<file path="config.mk">
export PLATFORM = sky130hd
export DESIGN_NAME = fetch_unit
export DESIGN_NICKNAME = d
export VERILOG_FILES = /design/src/rtl/riscv_pkg.sv /design/src/rtl/fetch_fifo.sv /design/src/rtl/fetch_unit.sv
export SDC_FILE = /design/constraint.sdc
export NUM_CORES = 1
export LEC_CHECK = 0
export BUFFER_PORTS_ARGS = -buffer_cell sky130_fd_sc_hd__buf_2
export CORE_ASPECT_RATIO = 1.5
export CORE_MARGIN = 10
export CORE_UTILIZATION = 47
export DETAILED_ROUTE_END_ITERATION = 6
export PLACE_DENSITY = 0.69
export SKIP_LAST_GASP = 1
export SYNTH_ARGS = -nofsm -noshare
export SYNTH_HDL_FRONTEND = slang
export SYNTH_HIERARCHICAL = 1
export SYNTH_SLANG_ARGS = --single-unit
</file>
<file path="constraint.sdc">
create_clock -name clk -period 8.6 [get_ports clk]
set_clock_uncertainty 0.1 [all_clocks]
set_input_delay 0.86 -clock clk [delete_from_list [all_inputs] [get_ports clk]]
set_output_delay 0.86 -clock clk [all_outputs]
set_load 0.005 [all_outputs]
</file>
<file path="src/rtl/riscv_pkg.sv">
`default_nettype none
// ============================================================================
// Package     : riscv_pkg
// Description : Opcode and immediate-select constants shared by the front-end.
// Revision    : 1.0 - initial release
// ============================================================================
package riscv_pkg;

    localparam logic [31:0] DEFAULT_RESET_PC = 32'h4000_0000;

    localparam logic [6:0] OPC_LOAD   = 7'b0000011;
    localparam logic [6:0] OPC_OP_IMM = 7'b0010011;
    localparam logic [6:0] OPC_JALR   = 7'b1100111;
    localparam logic [6:0] OPC_SYSTEM = 7'b1110011;
    localparam logic [6:0] OPC_STORE  = 7'b0100011;
    localparam logic [6:0] OPC_BRANCH = 7'b1100011;
    localparam logic [6:0] OPC_LUI    = 7'b0110111;
    localparam logic [6:0] OPC_AUIPC  = 7'b0010111;
    localparam logic [6:0] OPC_JAL    = 7'b1101111;

    localparam logic [2:0] IMM_I = 3'd0;
    localparam logic [2:0] IMM_S = 3'd1;
    localparam logic [2:0] IMM_B = 3'd2;
    localparam logic [2:0] IMM_U = 3'd3;
    localparam logic [2:0] IMM_J = 3'd4;

    typedef struct packed {
        logic [31:0] inst;
        logic [31:0] pc;
        logic [2:0]  imm_sel;
    } fetch_entry_t;

    // Opcodes with no immediate (e.g. R-type) fall back to the I encoding.
    function automatic logic [2:0] predecode_imm_sel(input logic [6:0] opcode);
        logic [2:0] sel;
        sel = IMM_I;
        case (opcode)
            OPC_LOAD, OPC_OP_IMM, OPC_JALR, OPC_SYSTEM: sel = IMM_I;
            OPC_STORE:                                  sel = IMM_S;
            OPC_BRANCH:                                 sel = IMM_B;
            OPC_LUI, OPC_AUIPC:                         sel = IMM_U;
            OPC_JAL:                                    sel = IMM_J;
            default:                                    sel = IMM_I;
        endcase
        return sel;
    endfunction

endpackage
`default_nettype wire

</file>
<file path="src/rtl/fetch_fifo.sv">
`default_nettype none
// ============================================================================
// Module      : fetch_fifo
// Description : DEPTH x WIDTH synchronous FIFO with flush and occupancy count.
// Revision    : 1.0 - initial release
// ============================================================================
module fetch_fifo #(
    parameter int DEPTH = 2,
    parameter int WIDTH = 67
) (
    input  logic                       clk,
    input  logic                       rst,
    input  logic                       push_i,
    input  logic [WIDTH-1:0]           wdata_i,
    input  logic                       pop_i,
    input  logic                       flush_i,
    output logic [WIDTH-1:0]           rdata_o,
    output logic                       empty_o,
    output logic [$clog2(DEPTH):0]     count_o
);

    localparam int AW = $clog2(DEPTH);
    localparam int CW = AW + 1;
    localparam logic [CW-1:0] c_depth = DEPTH[CW-1:0];

    logic [WIDTH-1:0] mem_q [DEPTH];
    logic [AW-1:0]    rd_ptr_q;
    logic [AW-1:0]    wr_ptr_q;
    logic [CW-1:0]    count_q;
    logic             w_full;
    logic             w_push;
    logic             w_pop;

    assign w_full  = (count_q == c_depth);
    assign empty_o = (count_q == '0);
    assign w_pop   = pop_i & ~empty_o;
    assign w_push  = push_i & (~w_full | w_pop);
    assign rdata_o = mem_q[rd_ptr_q];
    assign count_o = count_q;

    always_ff @(posedge clk or negedge rst) begin
        if (!rst) begin
            rd_ptr_q <= '0;
            wr_ptr_q <= '0;
            count_q  <= '0;
        end else if (flush_i) begin
            rd_ptr_q <= '0;
            wr_ptr_q <= '0;
            count_q  <= '0;
        end else begin
            if (w_push) wr_ptr_q <= wr_ptr_q + AW'(1);
            if (w_pop)  rd_ptr_q <= rd_ptr_q + AW'(1);
            count_q <= count_q + CW'(w_push) - CW'(w_pop);
        end
    end

    // Storage needs no reset: the empty flag masks stale entries.
    always_ff @(posedge clk) begin
        if (w_push && !flush_i) mem_q[wr_ptr_q] <= wdata_i;
    end

endmodule
`default_nettype wire

</file>
<file path="src/rtl/fetch_unit.sv">
`default_nettype none
// ============================================================================
// Module      : fetch_unit
// Description : Instruction fetch front-end with IMEM request, buffer, predecode.
// Revision    : 1.0 - initial release
// ============================================================================
module fetch_unit import riscv_pkg::*; #(
    parameter logic [31:0] RESET_PC = DEFAULT_RESET_PC,
    parameter int          DEPTH    = 2
) (
    input  logic        clk,
    input  logic        rst,
    output logic        imem_req,
    output logic [31:0] imem_addr,
    input  logic [31:0] imem_rdata,
    input  logic        redirect_valid,
    input  logic [31:0] redirect_pc,
    output logic        dec_valid,
    input  logic        dec_ready,
    output logic [31:0] dec_inst,
    output logic [31:0] dec_pc,
    output logic [2:0]  dec_imm_sel
);

    localparam int CW = $clog2(DEPTH) + 1;
    localparam int OW = CW + 1;
    localparam logic [OW-1:0] c_depth = DEPTH[OW-1:0];

    logic [31:0]  fetch_pc_q, fetch_pc_d;
    logic         inflight_q, inflight_d;
    logic [31:0]  inflight_pc_q, inflight_pc_d;
    logic         w_pop;
    logic         w_push;
    logic         w_empty;
    logic [CW-1:0] w_count;
    logic [OW-1:0] w_occupancy;
    fetch_entry_t w_push_entry;
    fetch_entry_t w_head_entry;

    assign w_pop = dec_valid & dec_ready;
    // Slots already committed after this cycle's pop; requests stop at DEPTH.
    assign w_occupancy = OW'(w_count) + OW'(inflight_q) - OW'(w_pop);

    always_comb begin
        imem_addr     = redirect_valid ? (redirect_pc & 32'hFFFF_FFFC) : fetch_pc_q;
        imem_req      = rst & (redirect_valid | (w_occupancy < c_depth));
        fetch_pc_d    = fetch_pc_q;
        inflight_d    = 1'b0;
        inflight_pc_d = inflight_pc_q;
        if (imem_req) begin
            fetch_pc_d    = imem_addr + 32'd4;
            inflight_d    = 1'b1;
            inflight_pc_d = imem_addr;
        end
    end

    always_ff @(posedge clk or negedge rst) begin
        if (!rst) begin
            fetch_pc_q    <= RESET_PC;
            inflight_q    <= 1'b0;
            inflight_pc_q <= '0;
        end else begin
            fetch_pc_q    <= fetch_pc_d;
            inflight_q    <= inflight_d;
            inflight_pc_q <= inflight_pc_d;
        end
    end

    // A redirect this cycle kills the response of the previous cycle's request.
    assign w_push = inflight_q & ~redirect_valid;
    assign w_push_entry = '{inst:    imem_rdata,
                            pc:      inflight_pc_q,
                            imm_sel: predecode_imm_sel(imem_rdata[6:0])};

    fetch_fifo #(
        .DEPTH (DEPTH),
        .WIDTH ($bits(fetch_entry_t))
    ) u_fifo (
        .clk     (clk),
        .rst     (rst),
        .push_i  (w_push),
        .wdata_i (w_push_entry),
        .pop_i   (w_pop),
        .flush_i (redirect_valid),
        .rdata_o (w_head_entry),
        .empty_o (w_empty),
        .count_o (w_count)
    );

    assign dec_valid   = ~w_empty;
    assign dec_inst    = dec_valid ? w_head_entry.inst    : '0;
    assign dec_pc      = dec_valid ? w_head_entry.pc      : '0;
    assign dec_imm_sel = dec_valid ? w_head_entry.imm_sel : '0;

endmodule
`default_nettype wire

</file>
==> impl_metrics.yaml, run 1 <==
run_status:
  status: "finished, final reports clean"
worst_setup_path:
  rr_endpoint: "fetch_pc_q[26]"
  cpPeakStageDelay_ns: 0.51
  end_kind: "output port"
  worstPathMaxFanout: 39
  reg2reg_from: "u_fifo/count_o[1]"
  start_kind: "flop"
  cp.required_ns: 7.64
  arrival_ns: 3.06
  crit_slowest_cell: "dfrtp_1"
  worstPathCellList: "nor2_4 > nor2b_1 > ha_1 > inv_1 > fa_1 > xnor2_1 > nor2_1 > o21ai_4 > buf_4 > clkinv_1 > buf_2"
  ff2ff_path_depth: 13
  rrSetupSlack_ns: 5.26
  critPathKind: "reg -> out"
sta:
  period_needed_ns: 4.02
  period_share_pct: 46.7
  slew_headroom_pct: 29.5
  tightestPinTransition_ns: 1.06
  maxSlewViolCount: 0
  setup-violations-final: 0
  rsz0062_at_grt: "false"
  max_freq_mhz: 249
  tns_ns: 0
  hold_viol_final: 0
routing:
  drtAntennaViolNets: 0
  wl_met2_um: 10600
  wl_met1_um: 8460
  drt_first_pass_iters: 5
  top_layer: "met4"
  avgRoutedWirePerCell_um: 18.2
  met3_length_um: 1250
  vias: 6065
  routed_via_density: 5.29
  drt-initial-drc-count: 441
  remaining_drc_errors: 0
  totalWireLength_um: 20900
final_layout:
  n_antenna_cell: 0
  nFillCells: 1633
  layout-drive-gt1-share_pct: 34.6
  syn_to_final_growth_pct: 18.7
  fin_nets: 949
synth:
  synth_flop_cell: "edfxtp_1"
  synth-compound-area-share_pct: 5.34
  ys_seq_area_share_pct: 61.4
  avgSynthCellArea_um2: 13.0
  async_flop_share_pct: 33.3
  synth-seq-cells: 201
  synth_fa_ha_area_share_pct: 0.755
  synth_top_area_share_pct: 43.4
  syn_area_mm2: 0.00928
  yosysWarnings: 6
  synth_edf_count: 134
  synth_top_family_by_area: "simple AND/OR/NAND/NOR gates"
  yosys.area_share.simple_pct: 14.9
  synth_area_leader_cell: "edfxtp_1"
  ys_types: 65
  synth_cells: 712
  synth_common_cells: "134 x edfxtp_1, 104 x nand2_1, 74 x nor2b_1, 67 x mux2_2, 66 x dfrtp_1"
  synth_most_common_cell: "edfxtp_1"
  synth_xor_area_share_pct: 1.89
  ys_top_cells_by_area: "edfxtp_1 43%, dfrtp_1 18%, mux2_2 8.1%, nor2b_1 5.0%, nand2_1 4.2%"
  synth.area.mux_share_pct: 12.8
  synth_nets: 785
placement:
  io_buffers: 166
  post-dp-hpwl_um: 14400
  gp_congestion: 0.845
grt:
  grt_pass1_wl_um: 33800
  grt-ovfl-total: 0
  first_global_vias: 6430
  antenna_found_initial: 0
  grtUsageTotal_pct: 16.0
  grt_max_degree: 69
clock_network:
  clkLatencyLatePin_ns: 0.48
  path_clk_slew_ns: 0.06
  cts-root-buf: "clkbuf_16"
  cts_hold_buf: 0
  h-tree-depth: 1
  cts.sinks: 201
  cts_resized: 0
  tritoncts: "done"
  cts_made_buffers: 20
  cts_buffer_depth: 3
  postCtsSetupBuffers: 0
floorplan:
  io_pins: 169
  rows: 62
  core-area_mm2: 0.0193
  die_width_um: 135
  die_h_um: 192
  design.die.area_mm2: 0.0259
  start_util_pct: 48.0
pwr:
  power_leakage_nw: 4.52
  p_total_mw: 3.14
  powerDensity_mw_per_mm2: 285
  vdd_drop_max_uv: 183
run:
  cap_violations: 0
hold_path:
  hold_path_class: "in -> async"
-- logic make-up (layout without fill, tap and decap cells) --
logic type	Yosys count	after routing
AND/OR/NAND/NOR	259	259
flip-flops	201	201
multiplexers	100	100
AO/OA/AOI/OAI	72	72
buffers and inverters	55	233
XOR/XNOR	20	20
adder cells (fa/ha/maj)	5	5
-- layer usage --
| metal | vias up | GRT usage (%) |
|---|---|---|
| met5 | - | 0 |
| met4 | 0 | 5.25 |
| met3 | 32 | 3.16 |
| met2 | 182 | 28.2 |
| met1 | 2958 | 19.0 |
| li1 | 2893 | - |
-- worst max-delay path, delay by kind of cell (launching register included) --
family	cells	cell delay, ns
AO/OA/AOI/OAI	1	0.12
flip-flops	1	0.51
buffers and inverters	4	0.72
XOR/XNOR	1	0.17
adder cells (fa/ha/maj)	2	0.61
AND/OR/NAND/NOR	3	0.44
-- power breakdown --
group / switching (mW) / internal, mW
Combinational: 0.494 / 0.371
Clock: 0.346 / 0.522
Sequential: 0.143 / 1.27
Total: 0.983 / 2.16
-- cell type report --
type,count,area [µm²],area share (%)
multi-input combinational,456,3340,30.3
clock buffer,31,617,5.60
inverter,21,78.8,0.715
clock inverter,5,46.3,0.420
tap,256,320,2.91
timing repair buffer,176,908,8.24
sequential,201,5710,51.8
-- worst max path at each step --
| stage | startpoint | to | cells past startpoint |
|---|---|---|---|
| final | u_fifo/count_o[1] | imem_req | 11 |
| after global routing | u_fifo/count_o[1] | imem_req | 11 |
| after CTS | u_fifo/count_o[1] | imem_req | 11 |
| after detailed placement | redirect_valid | fetch_pc_q[26] | 9 |
| after global placement | redirect_valid | fetch_pc_q[26] | 9 |
| after floorplan | redirect_valid | u_fifo/mem_q[1][0] | 7 |
-- state kept, by name, indices dropped and copies added (netlist names) --
name and flops:
u_fifo/mem_q 134, fetch_pc_q 32, inflight_pc_q 30, u_fifo/count_o 2, inflight_q 1, u_fifo/rd_ptr_q 1
u_fifo/wr_ptr_q 1
-- layout by cell type, fill, tap and decap left out, types with 3 or more instances in the layout --
| cell | instances |
|---|---|
| a21oi_1 | 4 |
| a22oi_1 | 5 |
| and3_1 | 3 |
| and4_1 | 4 |
| buf_2 | 165 |
| buf_4 | 11 |
| clkbuf_1 | 4 |
| clkbuf_16 | 21 |
| clkbuf_8 | 5 |
| clkinv_1 | 4 |
| dfrtp_1 | 65 |
| edfxtp_1 | 134 |
| ha_1 | 4 |
| inv_1 | 19 |
| mux2_2 | 67 |
| mux2_4 | 21 |
| mux2i_1 | 12 |
| nand2_1 | 104 |
| nand3_1 | 14 |
| nand3b_1 | 9 |
| nand4_1 | 8 |
| nor2_1 | 15 |
| nor2b_1 | 74 |
| nor3_1 | 5 |
| o211ai_1 | 5 |
| o21ai_0 | 28 |
| o31ai_1 | 6 |
| or4_1 | 5 |
| xnor2_1 | 17 |
| xor2_1 | 3 |
-- metrics by stage --
stage / area, µm² / util, % / hold slack [ns] / std cells / setup WS (ns)
2_1_floorplan: 9280 / - / 0.338 / 712 / 1.13
4_1_cts: 11000 / 57.0 / 0.0506 / 1146 / 4.53
5_1_grt: 11000 / 57.0 / 0.0539 / 1146 / 4.35
6_report: 11000 / 57.0 / 0.0658 / 1146 / 4.58
3_3_place_gp: 10400 / 53.6 / 0.348 / 1110 / 4.51
3_5_place_dp: 10400 / 53.6 / 0.354 / 1110 / 4.44
No activity file was read; power rests on OpenSTA's default activity.
==> run 2: changes to the inputs <==
==> constraint.sdc (replaced) <==
create_clock -name clk -period 3.9 [get_ports clk]
set_clock_uncertainty 0.1 [all_clocks]
set_input_delay 0.39 -clock clk [delete_from_list [all_inputs] [get_ports clk]]
set_output_delay 0.39 -clock clk [all_outputs]
set_load 0.005 [all_outputs]
==> run 2 against run 1 <==
  * Clock-buffer cell count decreased by 5
  * Wire length decreased by 1.8%
  * First-iteration DRC count decreased by 20%
  * Final cell count increased by 2.1%
  * Core utilization increased by 1.3 points
  * Cell area increased by 2.2%
  * Sequential power increased by 120%
  * Critical endpoint unchanged
  * Power increased by 120%
  * Sequential cell count unchanged
==> impl_metrics.yaml, run 2 (synthesized netlist as in run 1, its figures left out) <==
final_layout:
  layout-drive-gt1-share_pct: 34.0
  regMostFlops: "u_fifo/mem_q"
  n_antenna_cell: 0
  largest_register_ffs: 134
  top_regs: "u_fifo/mem_q: 134 flops, fetch_pc_q: 32 flops, inflight_pc_q: 30 flops"
  final_cell_mix: "166 x buf_2, 134 x edfxtp_1, 104 x nand2_1"
  syn_to_final_growth_pct: 21.4
  instances_no_fill: 1170
  nFillCells: 1644
  final_util_pct: 58.3
  design_area_mm2: 0.0113
  mostFrequentLayoutCell: "buf_2"
  fin_nets: 975
run_status:
  status: "finished, final reports clean"
worst_setup_path:
  cp.required_ns: 3.41
  start_kind: "flop"
  crit_slowest_cell: "dfrtp_1"
  path_buf_inv: 3
  ff2ff_path_depth: 11
  worstPathMaxFanout: 16
  worstPathCellList: "nor2_4 > nor2b_1 > ha_1 > inv_1 > fa_1 > xnor2_1 > nor2_1 > o21ai_4 > clkinv_1 > buf_2"
  critPathKind: "reg -> out"
  cpPeakStageDelay_ns: 0.51
  arrival_ns: 3.18
  path_delay_family: "buffers and inverters"
  cp_num_cells: 10
  end_kind: "output port"
hold_path:
  holdPathStages: 1
  hold_path_class: "in -> reg"
sta:
  holdWs_ns: 0.0204
  setup-violations-final: 0
  rsz0062_at_grt: "false"
  period_needed_ns: 3.67
  tns_ns: 0
  max_freq_mhz: 272
  maxSlewViolCount: 0
  worst_slack_ns: 0.229
  slew_headroom_pct: 30.0
  hold_viol_final: 0
  period_share_pct: 94.1
  tightestPinTransition_ns: 1.05
floorplan:
  die_width_um: 135
  die_h_um: 192
  core-area_mm2: 0.0193
  start_util_pct: 48.0
  io_pins: 169
  rows: 62
  design.die.area_mm2: 0.0259
routing:
  drtAntennaViolNets: 0
  routed_via_density: 5.12
  vias: 5990
  wl_met1_um: 8380
  totalWireLength_um: 20500
  drt-initial-drc-count: 353
  met3_length_um: 1410
  avgRoutedWirePerCell_um: 17.5
  top_layer: "met4"
  drt_first_pass_iters: 5
  wl_met2_um: 10100
  remaining_drc_errors: 0
pwr:
  powerDensity_mw_per_mm2: 616
  p_total_mw: 6.93
  power.switching_mw: 2.16
  sequentialPowerShare_pct: 45.0
  vdd_drop_max_uv: 340
  power_leakage_nw: 4.63
  cellInternalPower_mw: 4.78
  pwr-share-comb_pct: 27.7
  power_frac_clock_pct: 27.3
  p_sw_share_pct: 31.1
clock_network:
  postCtsSetupBuffers: 0
  tritoncts: "done"
  h-tree-depth: 1
  cts_made_buffers: 19
  cts.sinks: 201
  cts_buffer_depth: 3
  cts-root-buf: "clkbuf_16"
  clkLatencyLatePin_ns: 0.48
  cts_resized: 0
  path_clk_slew_ns: 0.06
  cts_hold_buf: 23
run:
  cap_violations: 0
grt:
  grt_pass1_wl_um: 32900
  first_global_vias: 6273
  antenna_found_initial: 0
  grt-ovfl-total: 0
  grtUsageTotal_pct: 15.6
  grt_max_degree: 70
placement:
  dpl_cell_area_mm2: 0.0104
  dp_slack_ns: 0.676
  post-dp-hpwl_um: 14500
  io_buffers: 166
  gp_congestion: 0.847
  dp_cells: 1114
==> run 2: cell count changes in the layout (fill, tap and decap cells not counted), sizes merged <==
cell / change
bufinv: +2
inv: +1
clkinv: -1
clkbuf: -5
buf: +4
dlygate4sd3: +23
==> run 2: per-layer routing <==
metal / up-vias / track usage (%)
met5: - / 0
met4: 0 / 5.37
met3: 42 / 3.45
met2: 189 / 26.9
met1: 2805 / 18.6
li1: 2954 / -
==> run 2: path summary, 6_finish.rpt <==
kind / to / startpoint / slack, ns
setup / recovery: imem_req / u_fifo/count_o[1] / 0.23
hold / removal: u_fifo/mem_q[1][62] / imem_rdata[27] / 0.02
setup reg to reg: fetch_pc_q[8] / u_fifo/count_o[1] / 0.70
hold reg to reg: u_fifo/mem_q[0][18] / inflight_pc_q[15] / 0.37
max in group asynchronous: u_fifo/rd_ptr_q / rst / 2.96
min in group asynchronous: fetch_pc_q[28] / rst / 0.09
==> run 2: cell type report <==
type | count | area, µm² | area share [%]
Clock buffer | 26 | 522 | 4.63
Sequential cell | 201 | 5710 | 50.6
Tap cell | 256 | 320 | 2.84
Inverter | 21 | 78.8 | 0.700
Timing Repair Buffer | 203 | 1170 | 10.4
Multi-Input combinational cell | 456 | 3350 | 29.8
Clock inverter | 7 | 118 | 1.04
==> run 2: power by group through the flow <==
stage	Clock, mW	Combinational (mW)	Sequential (mW)
6_report	1.89	1.92	3.12
5_1_grt	2.03	2.17	3.18
4_1_cts	1.95	1.98	3.13
3_5_place_dp	0	1.95	3.17
3_3_place_gp	0	1.92	3.14
2_1_floorplan	0	1.26	3.03
